**src/rtl/screenmode_pkg.sv**
```systemverilog
// Shared types for the screen-mode switcher: one complete
// timing set as handed to the video timing generator.
package screenmode_pkg;

    typedef struct packed {
        logic [3:0]  clkdiv;
        logic [11:0] hbstart;
        logic [11:0] hsstart;
        logic [11:0] hsstop;
        logic [11:0] htotal;
        logic [11:0] vbstart;
        logic [11:0] vsstart;
        logic [11:0] vsstop;
        logic [11:0] vtotal;
        logic        hpolarity;
        logic        vpolarity;
    } screenmode_timings;

    // 640x480@60 style default loaded into every slot at reset
    localparam screenmode_timings TIMINGS_DEFAULT = '{
        clkdiv:    4'd1,
        hbstart:   12'd640,
        hsstart:   12'd656,
        hsstop:    12'd752,
        htotal:    12'd800,
        vbstart:   12'd480,
        vsstart:   12'd490,
        vsstop:    12'd492,
        vtotal:    12'd525,
        hpolarity: 1'b0,
        vpolarity: 1'b0
    };

endpackage

```
**src/rtl/screenmode_switcher.sv**
```systemverilog
// Programmable mode table plus a switch sequencer that waits for a
// frame boundary, then applies the new timings under generator reset.
module screenmode_switcher
    import screenmode_pkg::*;
#(
    parameter int NUM_MODES    = 4,
    parameter int HOLD_CYCLES  = 8,
    parameter int TIMEOUT_BITS = 22,
    localparam int SW = $clog2(NUM_MODES)
) (
    input  logic              clk,
    input  logic              reset,
    input  logic              mode_req,
    input  logic [SW-1:0]     mode_sel,
    input  logic              frame_stb,
    input  logic              cfg_wr,
    input  logic [SW+3:0]     cfg_addr,
    input  logic [11:0]       cfg_data,
    output screenmode_timings timings,
    output logic              vt_reset_n,
    output logic [SW-1:0]     cur_mode,
    output logic              busy,
    output logic              mode_ack
);

    localparam int HW = $clog2(HOLD_CYCLES + 1);
    localparam logic [HW-1:0] HOLD_LAST = HW'(HOLD_CYCLES - 1);
    // Leaving on the count before all-ones bounds the wait to 2^N-1 cycles
    localparam logic [TIMEOUT_BITS-1:0] TMO_LAST =
        {TIMEOUT_BITS{1'b1}} - TIMEOUT_BITS'(1);

    typedef enum logic [1:0] {IDLE, WAIT_FRAME, HOLD} state_t;

    state_t                  state_q, state_d;
    logic [SW-1:0]           target_q, target_d;
    logic [TIMEOUT_BITS-1:0] tmo_q, tmo_d;
    logic [HW-1:0]           hold_q, hold_d;
    logic                    load_tim;
    logic                    ack_d;
    screenmode_timings       table_q [NUM_MODES];

    logic [SW-1:0] cfg_slot;
    logic [3:0]    cfg_field;

    assign cfg_slot   = cfg_addr[SW+3:4];
    assign cfg_field  = cfg_addr[3:0];
    assign busy       = (state_q != IDLE);
    assign vt_reset_n = (state_q != HOLD);

    always_comb begin
        state_d  = state_q;
        target_d = target_q;
        tmo_d    = tmo_q;
        hold_d   = hold_q;
        load_tim = 1'b0;
        ack_d    = 1'b0;
        unique case (state_q)
            IDLE: begin
                if (mode_req) begin
                    target_d = mode_sel;
                    tmo_d    = '0;
                    state_d  = WAIT_FRAME;
                end
            end
            WAIT_FRAME: begin
                if (frame_stb || tmo_q == TMO_LAST) begin
                    state_d  = HOLD;
                    hold_d   = '0;
                    load_tim = 1'b1;
                end else begin
                    tmo_d = tmo_q + 1'b1;
                end
            end
            HOLD: begin
                if (hold_q == HOLD_LAST) begin
                    state_d = IDLE;
                    ack_d   = 1'b1;
                end else begin
                    hold_d = hold_q + 1'b1;
                end
            end
            default: state_d = IDLE;
        endcase
    end

    always_ff @(posedge clk or posedge reset) begin
        if (reset) begin
            state_q  <= HOLD;
            target_q <= '0;
            tmo_q    <= '0;
            hold_q   <= '0;
            mode_ack <= 1'b0;
            cur_mode <= '0;
            timings  <= TIMINGS_DEFAULT;
        end else begin
            state_q  <= state_d;
            target_q <= target_d;
            tmo_q    <= tmo_d;
            hold_q   <= hold_d;
            mode_ack <= ack_d;
            if (load_tim) begin
                // Reads the table before any same-edge write lands
                timings  <= table_q[target_q];
                cur_mode <= target_q;
            end
        end
    end

    always_ff @(posedge clk or posedge reset) begin
        if (reset) begin
            for (int i = 0; i < NUM_MODES; i++) begin
                table_q[i] <= TIMINGS_DEFAULT;
            end
        end else if (cfg_wr) begin
            case (cfg_field)
                4'd0: table_q[cfg_slot].clkdiv  <= cfg_data[3:0];
                4'd1: table_q[cfg_slot].hbstart <= cfg_data;
                4'd2: table_q[cfg_slot].hsstart <= cfg_data;
                4'd3: table_q[cfg_slot].hsstop  <= cfg_data;
                4'd4: table_q[cfg_slot].htotal  <= cfg_data;
                4'd5: table_q[cfg_slot].vbstart <= cfg_data;
                4'd6: table_q[cfg_slot].vsstart <= cfg_data;
                4'd7: table_q[cfg_slot].vsstop  <= cfg_data;
                4'd8: table_q[cfg_slot].vtotal  <= cfg_data;
                4'd9: begin
                    table_q[cfg_slot].hpolarity <= cfg_data[0];
                    table_q[cfg_slot].vpolarity <= cfg_data[1];
                end
                default: ;
            endcase
        end
    end

endmodule
```
**config.mk**
```make
export PLATFORM = sky130hd
export DESIGN_NAME = screenmode_switcher
export DESIGN_NICKNAME = d
export VERILOG_FILES = /design/src/rtl/screenmode_pkg.sv /design/src/rtl/screenmode_switcher.sv
export SDC_FILE = /design/constraint.sdc
export NUM_CORES = 1
export LEC_CHECK = 0
export CAP_MARGIN = 40
export CELL_PAD_IN_SITES_DETAIL_PLACEMENT = 0
export CELL_PAD_IN_SITES_GLOBAL_PLACEMENT = 1
export CORE_UTILIZATION = 35
export CTS_CLUSTER_DIAMETER = 120
export DETAILED_ROUTE_END_ITERATION = 10
export GPL_TIMING_DRIVEN = 0
export PLACE_DENSITY = 0.58
export SLEW_MARGIN = 20
export SYNTH_ARGS = -nofsm -noshare
export SYNTH_HDL_FRONTEND = slang
export SYNTH_SLANG_ARGS = --single-unit
```
**constraint.sdc**
```tcl
create_clock -name clk -period 19.9 [get_ports clk]
set_clock_uncertainty 0.15 [all_clocks]
set_input_delay 5.97 -clock clk [delete_from_list [all_inputs] [get_ports clk]]
set_output_delay 5.97 -clock clk [all_outputs]
set_load 0.01 [all_outputs]
```
==> results.toml <==
[yosys]
synth_top_family_by_area = "multiplexers"
yosys.area_share.simple_pct = 3.045
synth_compound_area_share_pct = 1.620
async_flop_share_pct = 100.0
ys_seq_area_share_pct = 58.41
yosysWarnings = 0
synth_area_sq_um = 23630
ys.flop_type = "dfrtp_1"
synth_edf_count = 0
synth_nets = 1521
synth_fa_ha_area_share_pct = 0.1589
synth-xor-area-share_pct = 0
postSynthCellCount = 1493
yosysUniqueCellTypes = 46
synth_mux_area_share_pct = 34.30
syn_area_per_cell_sq_um = 15.83
ys_seq_elements = 543

[sta]
post-route-period-util_pct = 41.35
final.setup.tns_ns = 0
hold_viol_final = 0
setup_viol = 0
fmax_mhz = 121.5
final_max_slew_viol_count = 0
worst_pin_slew_ns = 0.8349
rsz0062_at_grt = "false"
relSlewSlack_pct = 44.34
finalCriticalPeriod_ns = 8.228

[die]
coreArea_sq_um = 66330
io_pins = 132
initial_utilization_pct = 35.62
die_h_um = 261.8
die_width_um = 261.8
rows = 94
die-area_sq_um = 68550

[drt]
drc = 0
viasPerCell = 5.217
drtIter0Drc = 704
wl_per_cell_um = 24.48
num_vias = 13750
drtAntennaViolNets = 0
dr.pass1.iters = 5
wirelength_um = 64520

[critical_path]
crit_arrival_ns = 2.11
timing.rr.start = "target_q[0]$_DFFE_PP0P_"
slowest_delay_ns = 0.54
path_buf_inv = 2
crit_chain = "nor2b_1 -> inv_1 -> clkdlybuf4s50_1"
end_kind = "primary output"
required_ns = 13.78
cp_top_family = "buffers and inverters"
crit_type = "flop to primary output"
start_kind = "flop"
slowest_stage = "dfstp_2"
cp-startpoint = "state_q[1]$_DFFE_PP1P_"
crit_fanout = 5

[placement]
dpl_cell_area_sq_um = 26620
port_buffers = 127
routabilityCongestion = 0.7622
dpl.hpwl_um = 45830

[cts]
cts_tree = "built"
postCtsHoldBufs = 0
clkSlewWorstSetupHoldPaths_ns = 0.06
clock_latency_ns = 0.63
cts_htree_levels = 2
cts_made_buffers = 60
cts_max_path_buffers = 3
clockRootBuffer = "clkbuf_16"
post_cts_buffers = 0
numClockSinks = 543
cts_resized = 0

[cells_and_area]
drive_above_1_share_pct = 56.21
layout_commonest_cell = "mux2_2"
mostFrequentLayoutCells = "mux2_2 (508), dfrtp_1 (372), dfstp_2 (171), clkdlybuf4s50_1 (127), mux4_2 (102)"
fin_area_sq_um = 28710
syn_to_final_growth_pct = 21.50
nets = 1748
antennaDiodeCount = 0

[global_routing]
overflow = 0
grt_first_pass_wirelength_um = 98060
grt_pass1_vias = 14670
grt_max_degree = 36
track_usage_pct = 19.52
antenna_found_initial = 1

[pwr]
peakVddDrop_mv = 0.07009
power_density_nw_per_um2 = 129.4
total_power_mw = 3.715
leakagePower_nw = 12.52

[flow_run]
max-cap-violations = 0

[min_path]
hold_path.class = "flop to flop"

[outcome]
status = "completed"
cell usage after synthesis, types with 2 or more instances:
cell / count / area, sq um
o21ai_0: 29 / 145.1
ha_1: 3 / 37.54
o31ai_1: 8 / 60.06
nor4_1: 3 / 18.77
nand4_1: 9 / 56.30
o21ai_1: 2 / 10.01
mux2_4: 5 / 75.07
buf_1: 4 / 15.01
o41ai_1: 2 / 17.52
a21o_1: 2 / 15.01
nor3_2: 3 / 30.03
nor3_1: 3 / 15.01
dfstp_2: 171 / 4493
mux2_2: 508 / 5720
nor2_1: 43 / 161.4
inv_1: 10 / 37.54
nor4_2: 2 / 25.02
buf_2: 48 / 240.2
buf_6: 3 / 33.78
nand2_1: 33 / 123.9
nand2b_1: 5 / 31.28
a31oi_1: 6 / 37.54
nand3b_1: 2 / 15.01
dfrtp_1: 372 / 9309
buf_4: 5 / 37.54
clkbuf_1: 57 / 214.0
a41oi_1: 2 / 17.52
nor2b_1: 5 / 31.28
or2_2: 2 / 12.51
a21oi_1: 11 / 55.05
nand3_1: 16 / 80.08
nand3_2: 4 / 40.04
mux4_2: 102 / 2297
worst paths after layout:
kind	end	slack, ns	cells past startpoint
max	vt_reset_n	11.67	3
min	flop	0.34	1
max reg2reg	timings[82]$_DFFE_PP0P_	17.15	5
min reg2reg	flop	0.34	1
max in group asynchronous	async pin	12.20	9
min in group asynchronous	hold_q[1]$_DFFE_PP0P_	5.52	2
logic make-up (layout without fill, tap and decap cells):
family / after synthesis / in the layout
muxes: 616 / 616
DFF: 543 / 543
and+or+nand+nor: 138 / 138
buffers and inverters: 128 / 407
AOI/OAI and AO/OA: 65 / 65
adders and majority gates: 3 / 3
report_power, final:
part           total (mW)  internal, mW  switching (mW)  leakage, nW
Sequential           1.49          1.37           0.121         6.74
Combinational        1.05         0.572           0.482         4.75
Clock                1.17         0.706           0.463         1.03
Total                3.71          2.65            1.07         12.5
routing by layer:
| layer | track usage [%] | part of all wire [%] |
|---|---|---|
| met1 | 27.75 | 47 |
| met2 | 31.09 | 47 |
| met3 | 3.733 | 4.3 |
| met5 | 0 | 0 |
| met4 | 3.957 | 1.6 |
final cells by class:
type,instances,area (sq um)
Inverter,10,41.29
Timing Repair Buffer,165,1908
Tap cell,864,1081
Clock buffer,91,1780
Buffer,118,545.5
Multi-Input combinational cell,822,9244
Clock inverter,23,307.8
Fill cell,6051,37620
Sequential cell,543,13800
metrics by stage:
step	hold slack (ns)	instances	setup WS [ns]	util, %
CTS	0.3483	2636	11.62	43.28
detailed placement	0.3305	2522	11.34	40.13
global route	0.3581	2636	11.52	43.28
global placement	0.3202	2484	2.794	39.17
floorplan	0.3089	1493	6.534	-
finish	0.3401	2636	11.67	43.28
No activity file was read; power rests on OpenSTA's default activity.
